==> config.mk <==
export PLATFORM = sky130hd
export DESIGN_NAME = tfacc_cpu_regs_flat
export DESIGN_NICKNAME = d
export VERILOG_FILES = /design/src/rtl/tfacc_cpu_regs_if.sv /design/src/rtl/tfacc_cpu_regs.sv /design/src/flat_wrapper.sv
export SDC_FILE = /design/constraint.sdc
export NUM_CORES = 1
export LEC_CHECK = 0
export CORE_MARGIN = 10
export CORE_UTILIZATION = 45
export DETAILED_ROUTE_END_ITERATION = 12
export PLACE_DENSITY = 0.77
export SETUP_SLACK_MARGIN = 0.2
export SKIP_LAST_GASP = 1
export SLEW_MARGIN = 10
export SYNTH_ARGS = -nofsm -noshare
export SYNTH_HDL_FRONTEND = slang
export SYNTH_SLANG_ARGS = --single-unit
export TNS_END_PERCENT = 50
==> constraint.sdc <==
create_clock -name clk -period 2.05 [get_ports clk]
set_input_delay 0.41 -clock clk [delete_from_list [all_inputs] [get_ports clk]]
set_output_delay 0.41 -clock clk [all_outputs]
set_load 0.05 [all_outputs]
==> src/rtl/tfacc_cpu_regs_if.sv <==
// CPU data bus between the sr_cpu core (or its BFM) and a responder.
// One word per access, no wait states.
interface tfacc_cpu_regs_if;
  logic [31:0] adr;
  logic        we;
  logic        re;
  logic        rdy;
  logic [31:0] dw;
  logic [31:0] dr;

  modport master (
    output adr, we, re, dw,
    input  rdy, dr
  );

  modport slave (
    input  adr, we, re, dw,
    output rdy, dr
  );
endinterface

==> src/rtl/tfacc_cpu_regs.sv <==
// tfacc control/status/parameter registers on the CPU data bus.
// Start pulse, busy/done tracking, busy-cycle counter, level irq.
module tfacc_cpu_regs #(
  parameter logic [31:0] BASE   = 32'h0000_8000,
  parameter int          NPARAM = 4,
  parameter logic [31:0] ID     = 32'h7FAC_0001
) (
  input  logic                     clk,
  input  logic                     xreset,
  tfacc_cpu_regs_if.slave          bus,
  output logic                     start,
  output logic                     busy,
  input  logic                     done_in,
  output logic [32*NPARAM-1:0]     param,
  output logic                     irq
);

  logic [NPARAM-1:0][31:0] prm;
  logic [31:0] cycles;
  logic [31:0] rdata;
  logic [31:0] dr_q;
  logic        rdy_q;
  logic        done;
  logic        irq_en;
  logic        sel;
  logic        wr;
  logic        rd;
  logic [5:0]  idx;
  logic        go;
  logic        fin;

  assign sel = bus.adr[31:8] == BASE[31:8];
  assign idx = bus.adr[7:2];
  assign wr  = bus.we & sel;
  assign rd  = bus.re & sel;
  // busy blocks a new start, so a held CTRL write cannot retrigger
  assign go  = wr && idx == 6'd0 && bus.dw[0] && !busy;
  assign fin = done_in & busy;

  assign bus.rdy = rdy_q;
  assign bus.dr  = dr_q;
  assign param   = prm;
  assign irq     = done & irq_en;

  // Read mux over the pre-write register values
  always_comb begin
    rdata = '0;
    unique case (1'b1)
      idx == 6'd0: rdata = {30'b0, irq_en, 1'b0};
      idx == 6'd1: rdata = {30'b0, done, busy};
      idx == 6'd2: rdata = cycles;
      idx == 6'd3: rdata = ID;
      default: begin
        for (int k = 0; k < NPARAM; k++)
          if (idx == 6'(k + 4)) rdata = prm[k];
      end
    endcase
  end

  // Bus response: ready after reset, registered read data
  always_ff @(posedge clk or negedge xreset) begin
    if (!xreset) begin
      rdy_q <= 1'b0;
      dr_q  <= '0;
    end else begin
      rdy_q <= 1'b1;
      if (bus.re) dr_q <= sel ? rdata : '0;
    end
  end

  // Control, run state and busy-cycle counter
  always_ff @(posedge clk or negedge xreset) begin
    if (!xreset) begin
      start  <= 1'b0;
      busy   <= 1'b0;
      done   <= 1'b0;
      irq_en <= 1'b0;
      cycles <= '0;
    end else begin
      start <= go;
      if (wr && idx == 6'd0) irq_en <= bus.dw[1];
      if (go) begin
        busy   <= 1'b1;
        done   <= 1'b0;
        cycles <= '0;
      end else begin
        if (busy && cycles != '1) cycles <= cycles + 32'd1;
        // a done set on the same edge wins over the clear
        if (fin) begin
          busy <= 1'b0;
          done <= 1'b1;
        end else if (wr && idx == 6'd1 && bus.dw[1]) begin
          done <= 1'b0;
        end
      end
    end
  end

  // Parameter registers
  always_ff @(posedge clk or negedge xreset) begin
    if (!xreset) begin
      prm <= '0;
    end else begin
      for (int k = 0; k < NPARAM; k++)
        if (wr && idx == 6'(k + 4)) prm[k] <= bus.dw;
    end
  end

endmodule

==> src/flat_wrapper.sv <==
// flat-port wrapper written by rule: the top's interface ports become plain ports
module tfacc_cpu_regs_flat 
#(
  parameter logic [31:0] BASE   = 32'h0000_8000,
  parameter int          NPARAM = 4,
  parameter logic [31:0] ID     = 32'h7FAC_0001
)
  (clk, xreset, start, busy, done_in, param, irq, bus_adr, bus_we, bus_re, bus_dw, bus_rdy, bus_dr);
  tfacc_cpu_regs_if bus_i ();
  input  logic clk;
  input  logic xreset;
  output logic start;
  output logic busy;
  input  logic done_in;
  output logic [32*NPARAM-1:0] param;
  output logic irq;
  input wire logic [$bits(bus_i.adr)-1:0] bus_adr;
  input wire logic [$bits(bus_i.we)-1:0] bus_we;
  input wire logic [$bits(bus_i.re)-1:0] bus_re;
  input wire logic [$bits(bus_i.dw)-1:0] bus_dw;
  output wire logic [$bits(bus_i.rdy)-1:0] bus_rdy;
  output wire logic [$bits(bus_i.dr)-1:0] bus_dr;
  assign bus_i.adr = bus_adr;
  assign bus_i.we = bus_we;
  assign bus_i.re = bus_re;
  assign bus_i.dw = bus_dw;
  assign bus_rdy = bus_i.rdy;
  assign bus_dr = bus_i.dr;
  tfacc_cpu_regs #(.BASE(BASE), .NPARAM(NPARAM), .ID(ID)) u_core (.clk(clk), .xreset(xreset), .bus(bus_i), .start(start), .busy(busy), .done_in(done_in), .param(param), .irq(irq));
endmodule
* After elaboration in Yosys (flattened, before gate mapping)
Index checks and enable logic that the tools add are counted.
** Storage, ports and cells
- Register bits after elaboration :: 197
- Input bits :: 69
- Word-level logic and storage cells :: 52
** Operators by class
- $add $sub $neg :: 1
- Equal/unequal tests :: 9
- Multiplexer cells :: 13
- Bitwise logic cells :: 3
- Reductions and logical operators :: 15
** Operators with widths (number)
- two-way mux 32 bit :: 7
- case mux 32 bit (4 select lines) :: 1
- adder 32 x 1 -> 32 bit, second input constant :: 1
- != test 32 bit, second input constant :: 1
- equality test 24 x 8 -> 1 bit, second input constant :: 1
- equality test 6 x 3 -> 1 bit, second input constant :: 4
- equality test 6 x 2 -> 1 bit, second input constant :: 2
- logical AND 1 bit :: 10
- equality test 6 x 1 -> 1 bit, second input constant :: 1
- logical NOT 6 bit :: 1
- two-way mux 1 bit :: 5
- nonzero test 2 bit :: 2
- AND 1 bit :: 3
- nonzero test 3 bit :: 1
- logical NOT 1 bit :: 1

* Depth between registers and ports, before layout
- Depth after elaboration :: 7
- Depth in mapped cells :: 8
- Depth with buffers taken out :: 6

* Worst setup path before layout
No wires, ideal clock.
- Kind :: register to register
- Start point :: reg u_core.busy
- End point :: reg u_core.cycles[18]
- Data arrival time :: 1890 ps
- Path slack :: 83 ps
- Stages on the path, launching flop included :: 6
- Buffers on the path :: 0
- Clock period less this slack :: 1967 ps
- Cell sequence :: dfrtp_1 -> nand3_1 -> nor2_1 -> a21bo_2 -> or4_1 -> a21oi_1
** Between the ends
- Cells in the longest elaborated chain, start to end :: 3
- Elaborated cells between the ends (all ways) :: 5
** RTL lines
- start: declaration :: RTL line tfacc_cpu_regs.sv:12 : output logic busy,
- start signal: assignment :: RTL line tfacc_cpu_regs.sv:75 : busy <= 1'b0;
- start signal: assignment :: RTL line tfacc_cpu_regs.sv:83 : busy <= 1'b1;
- start signal: assignment :: RTL line tfacc_cpu_regs.sv:90 : busy <= 1'b0;
- logical NOT 1 bit :: RTL line tfacc_cpu_regs.sv:37 : assign go = wr && idx == 6'd0 && bus.dw[0] && !busy;
- logical AND 1 bit :: RTL line tfacc_cpu_regs.sv:37
- two-way mux 32 bit / nonzero test 2 bit (equally long branches)
- end signal: assignment :: RTL line tfacc_cpu_regs.sv:87 : if (busy && cycles != '1) cycles <= cycles + 32'd1;
- end: declaration :: RTL line tfacc_cpu_regs.sv:19 : logic [31:0] cycles;
Parallel ways exist; a longest one is shown, timed or not.
A chain may end at the register's enable or synchronous reset.

* Worst setup path after layout
- Start point :: reg u_core.cycles[30]
- End point :: reg u_core.cycles[11]
** Between the ends
- Cells in the longest elaborated chain, start to end :: 3
** RTL lines (RTL line)
- != test 32 bit :: tfacc_cpu_regs.sv:87
- logical AND 1 bit :: tfacc_cpu_regs.sv:87
- nonzero test 2 bit (no source line)
Every way passes these cells.

==> results.cfg <==
[placed_design]
dpl_cell_area_um2 = 12200
dp_cells = 1242
finalWeightedCongestion = 0.899
dp_hpwl_mm = 20.6
place.port_buffers = 230

[logic_synthesis]
yosys_most_used_dff = sky130_fd_sc_hd__dfrtp_1
synth_cells = 721
async_set_or_reset_flop_fraction_in_the_synthesized_netlist_pct = 100
synthTopCellsByCount = sky130_fd_sc_hd__dfrtp_1, sky130_fd_sc_hd__mux2_2, sky130_fd_sc_hd__inv_1
ys_top_cells_by_area = sky130_fd_sc_hd__dfrtp_1, sky130_fd_sc_hd__mux2_2, sky130_fd_sc_hd__mux4_2, sky130_fd_sc_hd__mux2_1, sky130_fd_sc_hd__o22ai_1
synth_enable_flop_cells = 0
synth_most_common_cell = sky130_fd_sc_hd__dfrtp_1
post-synth-top-area-cell = sky130_fd_sc_hd__dfrtp_1
yosys.area.top_type_share_pct = 53.7
netlist_area_um2 = 9180
syn_nets = 791
yosys_register_bits = 197
post_synth_num_cell_types = 50
yosysSeqAreaShare_pct = 53.7
post_synth.cell_area_avg_um2 = 12.7
synth-warning-count = 0

[timing]
hold_vio_cnt_final = 0
post-route-period-util_pct = 93.9
timing.setup.tns_ns = 0
maxClockFrequency_mhz = 520
tightest_slew_ns = 0.649
min_period_ns = 1.92
rsz0062_at_grt = true
skew_ns = 0.00943
timing_max_transition_violations_final = 0
setup_violations = 0
timing.slew.headroom_pct = 56.4

[setup_path]
crit_fanout = 7
timing.critical_path.buf_inv = 1
worst_ep_required_time_ns = 2.38
critPathCaptureType = flip-flop
critPathArrivalTime_ns = 2.25
crit_slowest_cell = sky130_fd_sc_hd__nor4_1
delay_of_the_slowest_cell_on_the_worst_path_ns = 0.62
crit_type = reg2reg
critical_path.top_delay_family = simple AND/OR/NAND/NOR gates
critical_path.cell_chain = nand4_1 > nor4_1 > buf_4 > a211oi_1 > xnor2_1 > nor2_1
critPathLaunchType = flip-flop

[die]
boundaryPins = 233
floorplan.die.width_um = 163
starting_density_of_the_core_pct = 45.5
die_y_um = 163
area_of_the_die_um2 = 26500
placement_rows = 52
coreArea_um2 = 20200

[power_and_ir_drop]
power_switching_w = 0.00189
power_per_cell_area_nw_per_um2 = 586
switching_share_pct = 24.5
power.leakage_nw = 6.92
pwr-share-seq_pct = 50.4
power_report.internal_total_w = 0.00582
power_frac_comb_pct = 5.1
clkPwrFrac_pct = 44.4
worst_ir_drop_vdd_mv = 0.628

[drt]
via_count = 7383
detailedRoute.firstPassIterationCount = 6
routed_via_density = 5.67
drcViolationCount = 0
avgRoutedWirePerCell_um = 23.0
detail_route.iter0.violations = 636
routed_wirelength_mm = 30.0
final_antenna_net_count = 0

[clock_network]
tritoncts.num_buffers = 17
clk_transition_reported_paths_ns = 0.08
clock_insertion_delay_worst_skew_ns = 0.44
clock-sinks = 197
cts.htree.levels = 4
ctsRootBufferMaster = sky130_fd_sc_hd__clkbuf_16
cts_buffer_depth = 2
tritoncts = built

[global_routing]
overflow = 0
track_usage_pct = 22.1
first_global_vias = 7766
initial_antenna_violation_count = 0
grt_pass1_wl_mm = 45.9
largest_net_degree_at_the_start_of_global_routing = 66

[final_layout]
share_of_final_layout_standard_cells_stronger_than_drive_strength_1_pct = 33.3
final.fill_count = 1500
finalNetCount = 1090
fin_cells = 1303
synthToLayoutAreaGrowth_pct = 43.4
finish.utilization_pct = 65.3
insertedDiodeCount = 0
post-route-cell-area_um2 = 13200

[status]
run_status = complete, no violations

[run]
drv_cap = 0

[hold_path]
holdCritPathClass = in2reg
cells in the final DEF, fill, tap and decap left out, drive strengths merged, types with 15 or more instances in the layout:
| master | synthesis | final |
|---|---|---|
| dlygate4sd2 | 0 | 129 |
| dfrtp | 197 | 197 |
| buf | 26 | 127 |
| clkbuf | 20 | 34 |
| mux2 | 130 | 130 |
| nor2 | 36 | 36 |
| a22oi | 21 | 21 |
| nand4 | 24 | 24 |
| a21oi | 23 | 23 |
| mux4 | 32 | 32 |
| o22ai | 32 | 32 |
| nand3 | 15 | 15 |
| inv | 37 | 44 |
| nand2 | 31 | 31 |
| clkdlybuf4s50 | 0 | 35 |
per-layer routing:
layer	global-route usage, %	up-vias	wire [um]
met5	0	-	0
met4	7.46	0	738
met3	6.40	41	2060
met2	37.3	265	15400
met1	26.6	3777	11800
li1	-	3300	-
area by class of cell:
type,count,area [um^2],area share [%]
Clock buffer,17,425,3.23
Clock inverter,15,186,1.42
Inverter,37,139,1.05
Multi-Input combinational cell,441,4060,30.9
Sequential cell,197,4930,37.5
Tap cell,270,338,2.57
Timing Repair Buffer,326,3080,23.4
power by group through the flow:
stage               sequential, W  clock [W]  combinational, W
floorplan                 0.00397          0         0.0000952
global placement          0.00396          0          0.000408
detailed placement        0.00396          0          0.000409
CTS                       0.00389    0.00346          0.000400
global route              0.00389    0.00362          0.000433
finish                    0.00389    0.00343          0.000397
per-stage QoR:
step                total power [W]  hold WS, ns  setup slack [ns]
detailed placement          0.00437        0.457            -0.441
global placement            0.00437        0.453            -0.446
finish                      0.00771        0.418             0.125
CTS                         0.00775        0.522            0.0309
global route                0.00794        0.438            0.0261
floorplan                   0.00406        0.114             0.128
sequential cells by signal, indices dropped and copies added, names as in the netlist:
name            cells
u_core.irq_en       1
u_core.busy         1
u_core.bus.dr      32
u_core.cycles      32
u_core.bus.rdy      1
u_core.done         1
u_core.start        1
u_core.param      128
kinds of logic (layout without fill, tap and decap cells):
group           after synthesis  count (layout)  share of synthesized area (%)
simple gates                157             157                           9.65
xor+xnor                     11              11                           1.05
compound gates              103             103                           7.18
other cells                   1               1                         0.0408
flops                       197             197                           53.7
fa+ha+maj                     1               1                          0.136
buf+inv                      83             395                           3.80
mux                         168             168                           24.4
final timing paths:
check	start	end	slack (ns)	depth (start not counted)
worst min register to register	u_core.param[37]	u_core.param[37]	0.52	1
worst min-delay path	bus_dw[0]	u_core.param[64]	0.42	2
worst max register to register	u_core.cycles[30]	u_core.cycles[11]	0.13	6
min in group asynchronous	xreset	u_core.param[106]	0.54	2
max in group asynchronous	xreset	u_core.cycles[18]	0.92	3
worst max-delay path	u_core.cycles[30]	u_core.cycles[11]	0.13	6
repair_timing:
| item | in CTS | in global routing |
|---|---|---|
| hold endpoints to repair | 16 | 0 |
| gates resized for setup | 150 | 78 |
| pin swaps | 8 | 25 |
| hold buffers | 1 | 0 |
| endpoints found under the setup margin | 267 | 189 |
| setup buffers | 4 | 18 |
| gates cloned | 4 | 2 |
(Power assumes the default switching activity.)
==> RTL edit 1: new RTL, same settings <==
Reset style: synchronous (`xreset`), changed in 3 clocked blocks.
--- a/src/rtl/tfacc_cpu_regs.sv
+++ b/src/rtl/tfacc_cpu_regs.sv
@@ -60,3 +60,3 @@
   // Bus response: ready after reset, registered read data
-  always_ff @(posedge clk or negedge xreset) begin
+  always_ff @(posedge clk) begin
     if (!xreset) begin
@@ -71,3 +71,3 @@
   // Control, run state and busy-cycle counter
-  always_ff @(posedge clk or negedge xreset) begin
+  always_ff @(posedge clk) begin
     if (!xreset) begin
@@ -99,3 +99,3 @@
   // Parameter registers
-  always_ff @(posedge clk or negedge xreset) begin
+  always_ff @(posedge clk) begin
     if (!xreset) begin
Formal check against the unedited RTL: differs if xreset is asserted again (counterexample within 4 cycles, from zero or initial values and one cycle with xreset low); with xreset held inactive, the same outputs for 4 cycles.
==> RTL edit 1 against the unedited design <==
Synthesized area down 5.3%. First-iteration DRC count up 45%. Wire length up 17%. Setup slack worse by 0.027 ns. Clock skew up 0.0048 ns. Largest power group unchanged. Critical endpoint is now u_core.cycles[19]. Total power down 0.69%. Design area up 2.7%. Sequential cell count unchanged.
==> RTL edit 1: results (changes against the unedited design) <==
async_flop_share: 0  # -1.000
htree_levels: 4  # unchanged
firstDrtPassIters: 7  # +1
final_nets: 1388  # +27%
total_leakage_power_nw: 6.273  # -9.4%
ir_drop_uv: 622.1  # -0.87%
synth_cells: 1022  # +42%
finClkSkew_ns: 0.01425  # +0.004818 ns
cts_inserted_buffers: 17  # unchanged
syn_nets: 1092  # +38%
vias: 9177  # +24%
yosysWarnings: 0  # unchanged
drive_gt1_frac: 0.2697  # -0.06329
synthTopCellsByArea: "dfxtp_1, nand2_1, a21boi_0, mux4_2, o21ai_0"
grt_pass1_vias: 8607  # +11%
cp.arrival_ns: 2.33  # +0.08 ns
yosysSeqAreaShare: 0.4537  # -0.08328
io_buffers: 230  # unchanged
clk_path_buf_depth: 2  # unchanged
ys_types: 54  # +8.0%
placedCellCount: 1516  # +22%
grt_pass1_wl_um: 50560  # +10%
routed_wirelength_um: 34930  # +17%
hold_path_class: "in -> reg"
clock_latency_ns: 0.44  # about the same
swShare: 0.2432  # -0.001899
cts_root_buf: "clkbuf_16"
drt_first_iter_violations: 924  # +45%
largest_reg_flops: 128  # unchanged
grt_max_degree: 82  # +24%
synth_ff_type: "dfxtp_1"
place_ws_ns: -0.4846  # -0.04395 ns
gp_routability_congestion: 0.9138  # +1.6%
post_dp_cell_area_sq_mm: 0.01193  # -2.4%
n_fill_cell: 1360  # -9.3%
antenna_found_initial: 1  # +1
cp_max_fo: 6  # -1
outcome: "complete, no violations"
track_usage: 0.2501  # +0.02891
slew_headroom: 0.6215  # +0.05795
dp_hpwl_um: 22700  # +10%
synth_common_cells: "nand2_1, dfxtp_1, o21ai_0"
instances_no_fill: 1592  # +22%
RTL edit 1: changes by cell type after synthesis, sizes merged, moves of 12 or more:
| cell | before | now |
|---|---|---|
| o21ai | 9 | 92 |
| clkbuf | 20 | 57 |
| inv | 37 | 9 |
| mux2 | 130 | 1 |
| mux4 | 32 | 20 |
| dfxtp | 0 | 197 |
| dfrtp | 197 | 0 |
| a21boi | 0 | 96 |
| nand3 | 15 | 47 |
| nor2 | 36 | 18 |
| nand2 | 31 | 281 |
| o22ai | 32 | 1 |
| or2 | 0 | 12 |
RTL edit 1: area by class of cell:
cell class                      instances  area (sq um)  area share
Antenna cell                            1         2.502   0.0001851
Clock buffer                           18         439.2     0.03249
Clock inverter                         14         137.6     0.01018
Inverter                                9         33.78    0.002499
Multi-Input combinational cell        739          4957      0.3668
Sequential cell                       197          3964      0.2933
Tap cell                              260         325.3     0.02407
Timing Repair Buffer                  354          3657      0.2706
RTL edit 1: final timing paths:
path,startpoint,to,slack [ns],cells past startpoint
setup / recovery,u_core.cycles[12],u_core.cycles[19],0.1,7
hold / removal,xreset,u_core.param[96],0.38,3
setup reg to reg,u_core.cycles[12],u_core.cycles[19],0.1,7
hold reg to reg,u_core.bus.dr[20],u_core.bus.dr[20],0.45,2
RTL edit 1: what timing repair did:
| action | in CTS | in global routing |
|---|---|---|
| gates cloned | 9 | 4 |
| pin swaps | 23 | 52 |
| gates resized for setup | 129 | 189 |
| buffers inserted | 16 | 14 |
| endpoints found under the setup margin | 291 | 233 |
| hold buffers | 0 | 0 |
RTL edit 1: worst max-delay path, stage by stage (launching register included):
cell	delay (ns)
dfxtp_1	0.34
nand3_1	0.12
or2_4	0.28
a311o_1	0.39
buf_6	0.16
buf_4	0.13
or3_1	0.32
a21oi_2	0.14
RTL edit 1: per-layer routing:
| layer | global-route usage | vias to the layer above | wire length [um] |
|---|---|---|---|
| met4 | 0.09141 | 0 | 1311 |
| met5 | 0 | - | 0 |
| met3 | 0.07307 | 82 | 3210 |
| li1 | - | 4185 | - |
| met1 | 0.3026 | 4434 | 13670 |
| met2 | 0.4130 | 476 | 16730 |
RTL edit 1: cells by family after synthesis:
kind of cell / count (synthesis) / share of synthesized area
and+or+nand+nor: 431 / 0.2280
AOI/OAI and AO/OA: 262 / 0.1973
DFF: 197 / 0.4537
buffers and inverters: 86 / 0.04030
muxes: 35 / 0.06923
xor gates and xnor gates: 10 / 0.01008
adders and majority gates: 1 / 0.001439
RTL edit 1: power groups by stage:
stage               clock network, mW  logic [mW]  registers, mW
finish                           3.35       0.490           3.82
global route                     3.49       0.514           3.82
CTS                              3.33       0.455           3.82
detailed placement                  0       0.453           3.91
global placement                    0       0.452           3.91
floorplan                           0       0.187           3.92
==> RTL edit 2: new RTL, same flow settings <==
Made on the original files. `NPARAM` is set to 4 in 2 places; all go to 2.
--- a/src/rtl/tfacc_cpu_regs.sv
+++ b/src/rtl/tfacc_cpu_regs.sv
@@ -4,3 +4,3 @@
   parameter logic [31:0] BASE   = 32'h0000_8000,
-  parameter int          NPARAM = 4,
+  parameter int          NPARAM = 2,
   parameter logic [31:0] ID     = 32'h7FAC_0001
--- a/src/flat_wrapper.sv
+++ b/src/flat_wrapper.sv
@@ -4,3 +4,3 @@
   parameter logic [31:0] BASE   = 32'h0000_8000,
-  parameter int          NPARAM = 4,
+  parameter int          NPARAM = 2,
   parameter logic [31:0] ID     = 32'h7FAC_0001
Interface: changed (resized param); port bits go from 233 to 169. No check against the original RTL was run, so the function may have changed too.
==> RTL edit 2 against the unedited design <==
Fmax fell by 3.4%. Setup slack got worse by 0.068 ns. Sequential cell count decreased by 64. Total power decreased by 21%. Synthesized area is 31% lower. Design area down 26%. Hold slack better by 0.054 ns. Die area fell by 27%. Via count is 23% lower. Global-route usage shrank 1.4 points. Wire length down 29%. Critical endpoint is now u_core.cycles[27]. Largest power group is now the clock network.
==> RTL edit 2: results (changes against the unedited design) <==
outcome: "complete, no violations"
yosys.area_share.xor_xnor: 0.02888  # +0.01839
die-area_sq_mm: 0.01931  # -27%
r2r_cells: 9  # +3
hold_path_class: "in -> async"
post_drt_via_cell_ratio: 5.852  # +3.3%
grt_pass1_vias: 5741  # -26%
io_buffers: 166  # -28%
clk_share: 0.06272  # +0.01624
place_ws_ns: -0.4117  # +0.02900 ns
drt_first_iter_violations: 474  # -25%
synthMuxAreaShare: 0.1389  # -0.1056
synth_compound_gate_area_share: 0.1375  # +0.06571
ir_drop_uv: 489.1  # -22%
gp_routability_congestion: 0.8547  # -5.0%
cts_setup_buffers: 3  # -1
routed_wirelength_um: 21240  # -29%
largest_reg_flops: 64  # -50%
yosysSeqAreaShare: 0.5226  # -0.01434
p_comb_uw: 297  # -25%
post_dp_cell_area_sq_mm: 0.008569  # -30%
n_fill_cell: 974  # -35%
syn_nets: 607  # -23%
firstDrtPassIters: 5  # -1
power_density_mw_per_mm2: 623.1  # +6.4%
synthAdderAreaFrac: 0.001965  # +0.0006019
cp_max_fo: 6  # -1
grt_pass1_wl_um: 32480  # -29%
cts_resized: 112  # -25%
seq_share: 0.3421  # -0.03278
synth_common_cells: "dfrtp_1, mux2_2, inv_1"
final_nets: 843  # -23%
wl_per_cell_um: 21.94  # -4.6%
nClkBuffers: 23  # +6
regArea_sq_mm: 0.003337  # -32%
layout.nonclk_buf_frac: 0.2534  # +0.01954
seq_cell_count: 133  # -32%
seqPwrFrac: 0.433  # -0.071
total_leakage_power_nw: 4.782  # -31%
[RTL edit 2: critical path, stage by stage (launching register included)]
cell,delay (ns)
dfrtp_1,0.45
ha_4,0.20
buf_12,0.12
nand4_4,0.14
nor4_4,0.05
buf_6,0.14
a2111oi_4,0.37
buf_4,0.20
a21bo_2,0.14
a21oi_2,0.05
[RTL edit 2: metal layers]
| metal | vias to the layer above | GRT usage |
|---|---|---|
| li1 | 2530 | - |
| met1 | 2862 | 0.2400 |
| met3 | 41 | 0.05753 |
| met4 | 0 | 0.07798 |
| met5 | - | 0 |
| met2 | 232 | 0.3547 |
[RTL edit 2: path summary, 6_finish.rpt]
path / start / to / slack (ns)
max: u_core.cycles[0] / u_core.cycles[27] / 0.06
min: xreset / u_core.cycles[1] / 0.47
max reg2reg: u_core.cycles[0] / u_core.cycles[27] / 0.06
min reg2reg: u_core.bus.dr[26] / u_core.bus.dr[26] / 0.51
max in group asynchronous: xreset / u_core.param[57] / 0.97
min in group clk: u_core.bus.dr[26] / u_core.bus.dr[26] / 0.51
